[config.mk]
export PLATFORM = sky130hd
export DESIGN_NAME = fpcvt_pipe_flat
export DESIGN_NICKNAME = d
export VERILOG_FILES = /design/src/rtl/fpcvt_pkg.sv /design/src/rtl/fpcvt_if.sv /design/src/rtl/fpcvt_lod.sv /design/src/rtl/fpcvt_pipe.sv /design/src/flat_wrapper.sv
export SDC_FILE = /design/constraint.sdc
export NUM_CORES = 1
export LEC_CHECK = 0
export BUFFER_PORTS_ARGS = -buffer_cell sky130_fd_sc_hd__buf_2
export CELL_PAD_IN_SITES_DETAIL_PLACEMENT = 0
export CELL_PAD_IN_SITES_GLOBAL_PLACEMENT = 1
export CORE_UTILIZATION = 42
export CTS_CLUSTER_SIZE = 10
export DETAILED_ROUTE_END_ITERATION = 8
export PLACE_DENSITY = 0.82
export SLEW_MARGIN = 20
export SYNTH_ARGS = -nofsm -noshare
export SYNTH_HDL_FRONTEND = slang
export SYNTH_HIERARCHICAL = 1
export SYNTH_SLANG_ARGS = --single-unit
[constraint.sdc]
create_clock -name clk -period 3.6 [get_ports clk]
set_input_delay 0.36 -clock clk [delete_from_list [all_inputs] [get_ports clk]]
set_output_delay 0.36 -clock clk [all_outputs]
set_load 0.01 [all_outputs]
[src/rtl/fpcvt_pkg.sv]
// Shared types, constants and elaboration helpers for the pipelined int-to-float converter.
package fpcvt_pkg;

  // Per-stage handshake record: stage holds a word / stage can take a word this cycle.
  typedef struct packed {
    logic valid;
    logic ready;
  } stage_hs_t;

  // All-ones saturation patterns; truncate to the exponent/mantissa width at the point of use.
  localparam logic [31:0] E_MAX = '1;
  localparam logic [31:0] F_SAT = '1;

  // The integer must exactly cover the mantissa plus the full exponent range.
  function automatic bit widths_ok(int unsigned d_w, int unsigned e_w, int unsigned f_w);
    return d_w == f_w + (32'd1 << e_w);
  endfunction

endpackage

[src/rtl/fpcvt_if.sv]
// Valid/ready bundle between a sample source, the converter and the float consumer.
interface fpcvt_if #(
  parameter int unsigned D_W = 13,
  parameter int unsigned E_W = 3,
  parameter int unsigned F_W = 5
);

  logic           in_valid;
  logic           in_ready;
  logic [D_W-1:0] d;
  logic           out_valid;
  logic           out_ready;
  logic           s;
  logic [E_W-1:0] e;
  logic [F_W-1:0] f;
  logic           ovf;

  // Source/consumer side.
  modport master (
    output in_valid, d, out_ready,
    input  in_ready, out_valid, s, e, f, ovf
  );

  // Converter side.
  modport slave (
    input  in_valid, d, out_ready,
    output in_ready, out_valid, s, e, f, ovf
  );

endinterface

[src/rtl/fpcvt_lod.sv]
// Combinational leading-one detector: index of the highest set bit, plus an all-zero flag.
module fpcvt_lod #(
  parameter int unsigned W = 13
) (
  input  logic [W-1:0]         mag_i,
  output logic [$clog2(W)-1:0] pos_o,
  output logic                 zero_o
);

  // Ascending scan so the highest set bit is the last one written.
  always_comb begin
    pos_o  = '0;
    zero_o = (mag_i == '0);
    for (int unsigned i = 0; i < W; i++) begin
      if (mag_i[i]) begin
        pos_o = ($clog2(W))'(i);
      end
    end
  end

endmodule

[src/rtl/fpcvt_pipe.sv]
// Three-stage two's-complement integer to sign/exponent/mantissa float converter with
// valid/ready flow control on every stage.
// Build option: define FPCVT_RNE_EN for round-to-nearest-even; otherwise round-half-up.
module fpcvt_pipe
  import fpcvt_pkg::*;
#(
  parameter int unsigned D_W = 13,
  parameter int unsigned E_W = 3,
  parameter int unsigned F_W = 5
) (
  input  logic   clk,
  input  logic   rst,
  fpcvt_if.slave bus_io
);

  localparam int unsigned      PW     = $clog2(D_W);
  localparam logic [PW-1:0]    FwPos  = PW'(F_W);
  localparam logic [E_W-1:0]   EMaxW  = E_W'(E_MAX);
  localparam logic [F_W-1:0]   FSatW  = F_W'(F_SAT);
  localparam logic [F_W-1:0]   FHalf  = {1'b1, {(F_W-1){1'b0}}};

  if (!widths_ok(D_W, E_W, F_W)) begin : g_width_check
    $error("fpcvt_pipe: D_W must equal F_W + 2**E_W");
  end

  stage_hs_t hs1, hs2, hs3;

  // Stage 1 (ABS) state
  logic           v1_q;
  logic           s1_q;
  logic [D_W-1:0] mag1_q;

  // Stage 2 (NORM) state
  logic           v2_q;
  logic           s2_q;
  logic [E_W-1:0] e2_q;
  logic [F_W-1:0] f2_q;
  logic           rnd2_q;
  logic           stk2_q;
  logic           sat2_q;

  // Stage 3 (ROUND) state, drives the outputs directly
  logic           v3_q;
  logic           s3_q;
  logic [E_W-1:0] e3_q;
  logic [F_W-1:0] f3_q;
  logic           ovf3_q;

  // Ready ripples back from the consumer; an empty stage always accepts.
  always_comb begin
    hs3.valid = v3_q;
    hs3.ready = !v3_q || bus_io.out_ready;
    hs2.valid = v2_q;
    hs2.ready = !v2_q || hs3.ready;
    hs1.valid = v1_q;
    hs1.ready = !v1_q || hs2.ready;
  end

  assign bus_io.in_ready  = hs1.ready;
  assign bus_io.out_valid = hs3.valid;
  assign bus_io.s         = s3_q;
  assign bus_io.e         = e3_q;
  assign bus_io.f         = f3_q;
  assign bus_io.ovf       = ovf3_q;

  // Stage 1: capture sign and magnitude of the incoming word.
  always_ff @(posedge clk) begin
    if (rst) begin
      v1_q   <= 1'b0;
      s1_q   <= 1'b0;
      mag1_q <= '0;
    end else if (hs1.ready) begin
      v1_q <= bus_io.in_valid;
      if (bus_io.in_valid) begin
        s1_q   <= bus_io.d[D_W-1];
        mag1_q <= bus_io.d[D_W-1] ? -bus_io.d : bus_io.d;
      end
    end
  end

  logic [PW-1:0]  lod_pos;
  logic           lod_zero;
  logic [PW-1:0]  sh_amt;
  logic [D_W-1:0] stk_mask;
  logic [E_W-1:0] e2_d;
  logic [F_W-1:0] f2_d;
  logic           rnd2_d;
  logic           stk2_d;
  logic           sat2_d;

  fpcvt_lod #(
    .W (D_W)
  ) u_lod (
    .mag_i  (mag1_q),
    .pos_o  (lod_pos),
    .zero_o (lod_zero)
  );

  // Stage 2 next-state: align the leading one to the mantissa MSB, keep round and sticky bits.
  always_comb begin
    sh_amt   = '0;
    stk_mask = '0;
    e2_d     = '0;
    f2_d     = mag1_q[F_W-1:0];
    rnd2_d   = 1'b0;
    stk2_d   = 1'b0;
    // Only -2^(D_W-1) reaches the top bit; its exponent would not fit.
    sat2_d   = mag1_q[D_W-1];
    if (!lod_zero && lod_pos >= FwPos) begin
      sh_amt           = lod_pos - FwPos;
      {f2_d, rnd2_d}   = mag1_q[sh_amt +: F_W+1];
      stk_mask         = (D_W'(1) << sh_amt) - D_W'(1);
      stk2_d           = |(mag1_q & stk_mask);
      e2_d             = E_W'(sh_amt) + E_W'(1);
    end
  end

  // Stage 2: register the normalised fields.
  always_ff @(posedge clk) begin
    if (rst) begin
      v2_q   <= 1'b0;
      s2_q   <= 1'b0;
      e2_q   <= '0;
      f2_q   <= '0;
      rnd2_q <= 1'b0;
      stk2_q <= 1'b0;
      sat2_q <= 1'b0;
    end else if (hs2.ready) begin
      v2_q <= hs1.valid;
      if (hs1.valid) begin
        s2_q   <= s1_q;
        e2_q   <= e2_d;
        f2_q   <= f2_d;
        rnd2_q <= rnd2_d;
        stk2_q <= stk2_d;
        sat2_q <= sat2_d;
      end
    end
  end

  logic           up;
  logic [F_W:0]   fsum;
  logic [E_W-1:0] e3_d;
  logic [F_W-1:0] f3_d;
  logic           ovf3_d;

`ifndef FPCVT_RNE_EN
  logic unused_stk;
  assign unused_stk = stk2_q;
`endif

  // Stage 3 next-state: round, renormalise on mantissa carry, saturate on exponent overflow.
  always_comb begin
`ifdef FPCVT_RNE_EN
    up = rnd2_q && (stk2_q || f2_q[0]);
`else
    up = rnd2_q;
`endif
    fsum   = {1'b0, f2_q} + {{F_W{1'b0}}, up};
    e3_d   = e2_q;
    f3_d   = fsum[F_W-1:0];
    ovf3_d = 1'b0;
    if (sat2_q || (fsum[F_W] && e2_q == EMaxW)) begin
      e3_d   = EMaxW;
      f3_d   = FSatW;
      ovf3_d = 1'b1;
    end else if (fsum[F_W]) begin
      e3_d = e2_q + E_W'(1);
      f3_d = FHalf;
    end
  end

  // Stage 3: output register; holds while the consumer stalls.
  always_ff @(posedge clk) begin
    if (rst) begin
      v3_q   <= 1'b0;
      s3_q   <= 1'b0;
      e3_q   <= '0;
      f3_q   <= '0;
      ovf3_q <= 1'b0;
    end else if (hs3.ready) begin
      v3_q <= hs2.valid;
      if (hs2.valid) begin
        s3_q   <= s2_q;
        e3_q   <= e3_d;
        f3_q   <= f3_d;
        ovf3_q <= ovf3_d;
      end
    end
  end

endmodule
[src/flat_wrapper.sv]
// flat-port wrapper written by rule: the top's interface ports become plain ports
module fpcvt_pipe_flat import fpcvt_pkg::*;
#(
  parameter int unsigned D_W = 13,
  parameter int unsigned E_W = 3,
  parameter int unsigned F_W = 5
)
  (clk, rst, bus_io_in_valid, bus_io_d, bus_io_out_ready, bus_io_in_ready, bus_io_out_valid, bus_io_s, bus_io_e, bus_io_f, bus_io_ovf);
  fpcvt_if #(.D_W(D_W), .E_W(E_W), .F_W(F_W)) bus_io_i ();
  input  logic clk;
  input  logic rst;
  input wire logic [$bits(bus_io_i.in_valid)-1:0] bus_io_in_valid;
  input wire logic [$bits(bus_io_i.d)-1:0] bus_io_d;
  input wire logic [$bits(bus_io_i.out_ready)-1:0] bus_io_out_ready;
  output wire logic [$bits(bus_io_i.in_ready)-1:0] bus_io_in_ready;
  output wire logic [$bits(bus_io_i.out_valid)-1:0] bus_io_out_valid;
  output wire logic [$bits(bus_io_i.s)-1:0] bus_io_s;
  output wire logic [$bits(bus_io_i.e)-1:0] bus_io_e;
  output wire logic [$bits(bus_io_i.f)-1:0] bus_io_f;
  output wire logic [$bits(bus_io_i.ovf)-1:0] bus_io_ovf;
  assign bus_io_i.in_valid = bus_io_in_valid;
  assign bus_io_i.d = bus_io_d;
  assign bus_io_i.out_ready = bus_io_out_ready;
  assign bus_io_in_ready = bus_io_i.in_ready;
  assign bus_io_out_valid = bus_io_i.out_valid;
  assign bus_io_s = bus_io_i.s;
  assign bus_io_e = bus_io_i.e;
  assign bus_io_f = bus_io_i.f;
  assign bus_io_ovf = bus_io_i.ovf;
  fpcvt_pipe #(.D_W(D_W), .E_W(E_W), .F_W(F_W)) u_core (.clk(clk), .rst(rst), .bus_io(bus_io_i));
endmodule
==> results of run 1 <==
state kept, by name, summed over array words and instances (netlist names):
| register | count |
|---|---|
| u_core/f2_q | 5 |
| u_core/sat2_q | 1 |
| u_core/s1_q | 1 |
| u_core/bus_io.out_valid | 1 |
| u_core/bus_io.e | 3 |
| u_core/bus_io.ovf | 1 |
| u_core/rnd2_q | 1 |
| u_core/mag1_q | 13 |
| u_core/v2_q | 1 |
| u_core/v1_q | 1 |
| u_core/bus_io.f | 5 |
| u_core/bus_io.s | 1 |
| u_core/s2_q | 1 |
| u_core/e2_q | 3 |
power by group through the flow:
stage | logic [mW] | clock network [mW] | registers (mW)
after floorplan | 0.325 | 0 | 0.484
after global placement | 0.374 | 0 | 0.490
after detailed placement | 0.375 | 0 | 0.491
after CTS | 0.378 | 0.324 | 0.481
after global routing | 0.412 | 0.341 | 0.487
final | 0.379 | 0.310 | 0.482
cell type report:
cell class | count | share of cell area, %
timing repair buffer | 30 | 5.71
clock buffer | 6 | 3.04
clock inverter | 2 | 0.461
sequential | 38 | 28.0
multi-input combinational | 227 | 57.6
inverter | 13 | 1.80
tap | 72 | 3.32
cell usage after synthesis, drive strengths merged (2+ instances only):
cell | count | area (µm²)
nand2 | 32 | 120
nand2b | 2 | 12.5
or3 | 5 | 32.5
ha | 8 | 100
nor4 | 2 | 12.5
inv | 13 | 48.8
clkbuf | 11 | 71.3
mux2 | 2 | 22.5
o21ai | 11 | 55.1
nand3 | 3 | 15.0
a311oi | 2 | 17.5
buf | 3 | 22.5
a22oi | 2 | 15.0
xnor2 | 9 | 86.3
a21o | 2 | 16.3
a21oi | 20 | 100
nand3b | 3 | 22.5
mux2i | 11 | 110
o211ai | 4 | 35.0
o21a | 2 | 15.0
nor2 | 35 | 131
or4 | 3 | 26.3
xor2 | 7 | 61.3
a211oi | 17 | 128
mux4 | 7 | 158
and2 | 2 | 12.5
o31ai | 5 | 37.5
and3 | 5 | 31.3
o41ai | 2 | 17.5
nor2b | 4 | 25.0
nor3 | 9 | 55.1
dfxtp | 38 | 761
metal layers:
metal | GRT usage (%) | vias up | part of all wire (%)
li1 | - | 1111 | -
met1 | 24.1 | 983 | 50
met2 | 29.9 | 36 | 47
met3 | 4.42 | 4 | 2.8
met4 | 2.78 | 0 | 0.65
met5 | 0 | - | 0
stage by stage:
stage	utilization, %	hold WS, ps
6_report	48.7	339
5_1_grt	48.7	350
4_1_cts	48.7	331
3_5_place_dp	47.0	445
3_3_place_gp	47.0	439
2_1_floorplan	-	432
worst register-to-register path: stages, from the launching register on:
cell and delay (ps):
dfxtp_1 450, nor2_1 80, nor3_1 160, o31ai_1 90, a21oi_1 290, inv_1 110, ha_1 260, xnor2_2 600
mux2i_1 210, mux4_2 520, o211ai_2 140, nor3b_2 160
final timing paths:
kind                                                     from                       endpoint  slack [ps]  cells after the start
worst max-delay path            u_core/mag1_q[2]$_SDFFE_PP0P_    u_core/f2_q[2]$_SDFFE_PP0P_         470                     11
worst min register to register       u_core/s1_q$_SDFFE_PP0P_       u_core/s2_q$_SDFFE_PP0P_         450                      2
worst max register to register  u_core/mag1_q[2]$_SDFFE_PP0P_    u_core/f2_q[2]$_SDFFE_PP0P_         470                     11
worst min-delay path                              bus_io_d[0]  u_core/mag1_q[0]$_SDFFE_PP0P_         340                      3
placed cells by master (no fill, tap or decap), types with 3 or more instances in the layout:
master    count
o31ai_1       5
clkbuf_8      6
a21oi_1      20
and3_1        5
a211oi_1     17
buf_2        28
ha_1          8
nand2_1      32
inv_1        13
xnor2_1       8
xor2_1        7
mux2i_1      11
dfxtp_1      38
mux4_2        7
nand3_1       3
or3_1         4
nand3b_1      3
nor3_1        7
nor2b_1       4
o211ai_1      3
nor2_1       35
o21ai_0      11
cells by family (layout without fill, tap and decap cells):
group           Yosys count  in the layout  synth area share, %
buf+inv                  27             51                 5.78
simple gates            110            110                 21.8
mux                      20             20                 11.8
compound gates           73             73                 19.8
xor+xnor                 16             16                 5.98
flops                    38             38                 30.8
fa+ha+maj                 8              8                 4.05
==> results_dict.tcl, run 1 <==
set metrics [dict create \
    fillerInstances 567 \
    die_h_um 78.7 \
    dr.pass1.iters 4 \
    clkPwrFrac_pct 26.5 \
    cp_cell_sequence "nor2_1 > nor3_1 > o31ai_1 > a21oi_1 > inv_1 > ha_1 > xnor2_2 > mux2i_1 > mux4_2 > o211ai_2 > nor3b_2" \
    power_leakage_nw 1.09 \
    cts-root-buf "clkbuf_8" \
    antenna_left 0 \
    instances_no_fill 388 \
    drt-initial-drc-count 112 \
    fin_crit_sh_pct 86.9 \
    hold_viol_final 0 \
    synth_area_um2 2470 \
    vias_per_cell 5.50 \
    path_clk_slew_ps 80 \
    internal_power_mw 0.777 \
    synthToLayoutAreaGrowth_pct 9.98 \
    dieWidth_um 78.7 \
    synth_nets 317 \
    antenna_cells 0 \
    cp-end-kind "flip-flop" \
    seq_area_um2 761 \
    synthCells 292 \
    ios 29 \
    grt_usage_pct 18.1 \
    post_cts_buffers 0 \
    postPlaceCellArea_um2 2620 \
    synth-seq-cells 38 \
    initial_core_util_pct 44.3 \
    startpoint_type "flip-flop" \
    placed_cells 380 \
    place.gp.congestion 0.837 \
    critical_path.max_fanout 12 \
    drive_gt1_share_pct 18.4 \
    cts_tree "done" \
    ys_warn_count 6 \
    synth-seq-area-share_pct 30.8 \
    grt_pass1_wl_um 8890 \
    fin_skew_ps 10.6 \
    overflow 0 \
    setup_violations 0 \
    fmax_mhz 320 \
    grt_pass1_vias 1865 \
    antenna_found_initial 0 \
    htreeDepth 2 \
    critPathTopFamily "multiplexers" \
    clk_latency_ps 290 \
    synth.avg_cell_area_um2 8.45 \
    clkSinkCount 38 \
    critPathArrivalTime_ps 3340 \
    cts_made_buffers 5 \
    final_area_um2 2720 \
    drcViolationCount 0 \
    grt_max_degree 40 \
    crit_type "reg2reg" \
    slew_headroom_pct 38.2 \
    required_ps 3810 \
    synthArstFlopShare_pct 0 \
    powerDensity_nw_per_um2 431 \
    rsz0062_at_grt "no" \
    holdBufCountCts 0 \
    switchingPower_mw 0.395 \
    cts.path.max_buffers 2 \
    p_total_mw 1.17 \
    dp_hpwl_um 4000 \
    routed_wl_um 5420 \
    p_seq_share_pct 41.1 \
    dp_slack_ps 537 \
    crit_path_top_delay_cell "xnor2_2" \
    finalCriticalPeriod_ps 3130 \
    multi_input_area_um2 1570 \
    core-area_um2 5570 \
    worst_ir_drop_vdd_mv 0.208 \
    drv_slew 0 \
    die_area_um2 6190 \
    port_buffers 28 \
    share_comb_of_total_power_pct 32.4 \
    drv_cap 0 \
    worst_slack_ps 470 \
    wl_per_cell_um 14.0 \
    fin_setup_tns_ps 0 \
    synthFlopType "dfxtp_1" \
    status "finished, final reports clean" \
    switching_share_pct 33.7 \
    crit_buf_inv 1 \
    cts_resized 0 \
    synth-edff-count 0 \
    synth_cell_types 52 \
    hold_class "in2reg" \
    rows 27 \
    slowest_delay_ps 600 \
    vias 2134 \
    worstMarginPinSlew_ps 921 \
    nets 340 \
]
Note: power is estimated with default switching activity, not from simulation.
==> run 2, diff against run 1 <==
--- a/config.mk
+++ b/config.mk
@@ -11,6 +11,7 @@
 export CORE_UTILIZATION = 42
 export CTS_CLUSTER_SIZE = 10
 export DETAILED_ROUTE_END_ITERATION = 8
+export GPL_ROUTABILITY_DRIVEN = 0
 export PLACE_DENSITY = 0.82
 export SLEW_MARGIN = 20
 export SYNTH_ARGS = -nofsm -noshare
==> constraint.sdc (replaced) <==
create_clock -name clk -period 3.9 [get_ports clk]
set_input_delay 0.39 -clock clk [delete_from_list [all_inputs] [get_ports clk]]
set_output_delay 0.39 -clock clk [all_outputs]
set_load 0.01 [all_outputs]
==> run 2 against run 1 <==
Final cell count stayed put. Combinational power shrank 7.7%. Non-clock buffer count unchanged. Clock power up 28%. Total power up 1.7%. Die area stayed put. Critical path depth stayed put. Via count is 0.61% lower. Fmax grew 2.4%. Critical path type unchanged. Critical endpoint unchanged. Highest routed layer unchanged.
==> results_dict.tcl, run 2 (same netlist as run 1, synthesis figures left out) <==
set metrics [dict create \
    status "finished, final reports clean" \
    powerDensity_nw_per_um2 432 \
    critPathArrivalTime_ps 3270 \
    startpoint_type "flip-flop" \
    synthToLayoutAreaGrowth_pct 11.7 \
    antenna_cells 0 \
    drcViolationCount 0 \
    grt_max_degree 40 \
    hold_class "in2reg" \
    dieWidth_um 78.7 \
    p_total_mw 1.19 \
    placed_cells 380 \
    die_h_um 78.7 \
    required_ps 4110 \
    hold-worst-slack_ps 349 \
    worstReg2RegEnd "u_core/f2_q[2]$_SDFFE_PP0P_" \
    dp_slack_ps 916 \
    worst_ir_drop_vdd_mv 0.222 \
    internal_power_mw 0.831 \
    rows 27 \
    instances_no_fill 388 \
    worstRegToRegCells 11 \
    fmax_mhz 327 \
    slew_headroom_pct 38.9 \
    clk_latency_ps 290 \
    drv_cap 0 \
    power_leakage_nw 1.11 \
    fin_crit_sh_pct 78.3 \
    post_cts_buffers 0 \
    dr.pass1.iters 4 \
    holdBufCountCts 0 \
    r2r_slack_ps 840 \
    initial_core_util_pct 44.3 \
    rsz0062_at_grt "no" \
    hold_depth 3 \
    dp_hpwl_um 3940 \
    drive_gt1_share_pct 18.4 \
    cts_resized 0 \
    cts_made_buffers 5 \
    cts.path.max_buffers 2 \
    wl_per_cell_um 13.7 \
    vias_per_cell 5.47 \
    antenna_left 0 \
    worstMarginPinSlew_ps 911 \
    cp-end-kind "flip-flop" \
    grt_usage_pct 18.2 \
    drv_slew 0 \
    clkSinkCount 38 \
    routed_wl_um 5310 \
    setup_violations 0 \
    die_area_um2 6190 \
    cts-root-buf "clkbuf_8" \
    hold_viol_final 0 \
    top_register "u_core/mag1_q" \
    worstHoldStart "bus_io_d[0]" \
    layout_common_cells "dfxtp_1, nor2_1, nand2_1" \
    cts_tree "done" \
    nets 340 \
    switching_share_pct 30.3 \
    path_clk_slew_ps 80 \
    htreeDepth 2 \
    grt_pass1_wl_um 8850 \
    timing.rr.start "u_core/mag1_q[3]$_SDFFE_PP0P_" \
    antenna_found_initial 0 \
    worstHoldEndpoint "u_core/mag1_q[0]$_SDFFE_PP0P_" \
    switchingPower_mw 0.361 \
    port_buffers 28 \
    finalCriticalPeriod_ps 3060 \
    worst_slack_ps 844 \
    final_common_cell "dfxtp_1" \
    core-area_um2 5570 \
    overflow 0 \
    crit_type "reg2reg" \
    share_comb_of_total_power_pct 29.3 \
    fin_setup_tns_ps 0 \
    vias 2121 \
    drt-initial-drc-count 126 \
    clkPwrFrac_pct 33.4 \
    largest_reg_flops 13 \
    ios 29 \
    fin_skew_ps 13.4 \
    fillerInstances 551 \
    grt_pass1_vias 1878 \
    critical_path.max_fanout 12 \
    p_seq_share_pct 37.3 \
]
-- run 2: cell count changes in the layout (fill, tap and decap cells not counted) --
cell,before,now
clkinvlp_4,1,0
bufinv_16,0,2
clkinv_4,0,1
clkbuf_8,6,5
clkinv_2,1,0
-- run 2: critical path: stages, from the launching register on --
cell,delay (ps)
dfxtp_1,440
nor2_1,100
nor3_1,160
o31ai_1,90
a21oi_1,260
inv_1,100
ha_1,260
xnor2_2,580
mux2i_1,200
mux4_2,500
o211ai_2,130
nor3b_2,160
-- run 2: final cells by class --
type                            instances  area [µm²]  area share, %
Clock buffer                            5        68.8           2.50
Clock inverter                          3        68.8           2.50
Inverter                               13        48.8           1.77
Multi-Input combinational cell        227        1570           56.8
Sequential cell                        38         761           27.6
Tap cell                               72        90.1           3.27
Timing Repair Buffer                   30         155           5.63
-- run 2: worst max-delay path by stage --
| stage | slack [ps] | endpoint | from |
|---|---|---|---|
| 6_report | 840 | u_core/f2_q[2]$_SDFFE_PP0P_ | u_core/mag1_q[3]$_SDFFE_PP0P_ |
| 5_1_grt | 560 | u_core/f2_q[2]$_SDFFE_PP0P_ | u_core/mag1_q[3]$_SDFFE_PP0P_ |
| 4_1_cts | 890 | u_core/f2_q[2]$_SDFFE_PP0P_ | u_core/mag1_q[3]$_SDFFE_PP0P_ |
| 3_5_place_dp | 920 | u_core/f2_q[2]$_SDFFE_PP0P_ | u_core/mag1_q[3]$_SDFFE_PP0P_ |
| 3_3_place_gp | 960 | u_core/f2_q[3]$_SDFFE_PP0P_ | u_core/mag1_q[1]$_SDFFE_PP0P_ |
| 2_1_floorplan | 1050 | u_core/f2_q[2]$_SDFFE_PP0P_ | u_core/mag1_q[6]$_SDFFE_PP0P_ |
-- run 2: power groups by stage --
stage / Clock [mW] / Sequential (mW) / Combinational (mW)
finish: 0.398 / 0.444 / 0.350
global route: 0.429 / 0.449 / 0.383
CTS: 0.407 / 0.444 / 0.348
global placement: 0 / 0.452 / 0.349
detailed placement: 0 / 0.453 / 0.346
floorplan: 0 / 0.447 / 0.300
-- run 2: metrics by stage --
stage	cell area, µm²	util (%)
floorplan	2470	-
global placement	2620	47.0
detailed placement	2620	47.0
CTS	2760	49.5
global route	2760	49.5
finish	2760	49.5
-- run 2: layer usage --
metal,GRT usage [%],up-vias,wire [µm],part of all wire (%)
li1,-,1106,-,-
met1,24.7,974,2700,51
met2,29.2,36,2430,46
met3,4.19,5,135,2.5
met4,3.89,0,41,0.77
met5,0,-,0,0
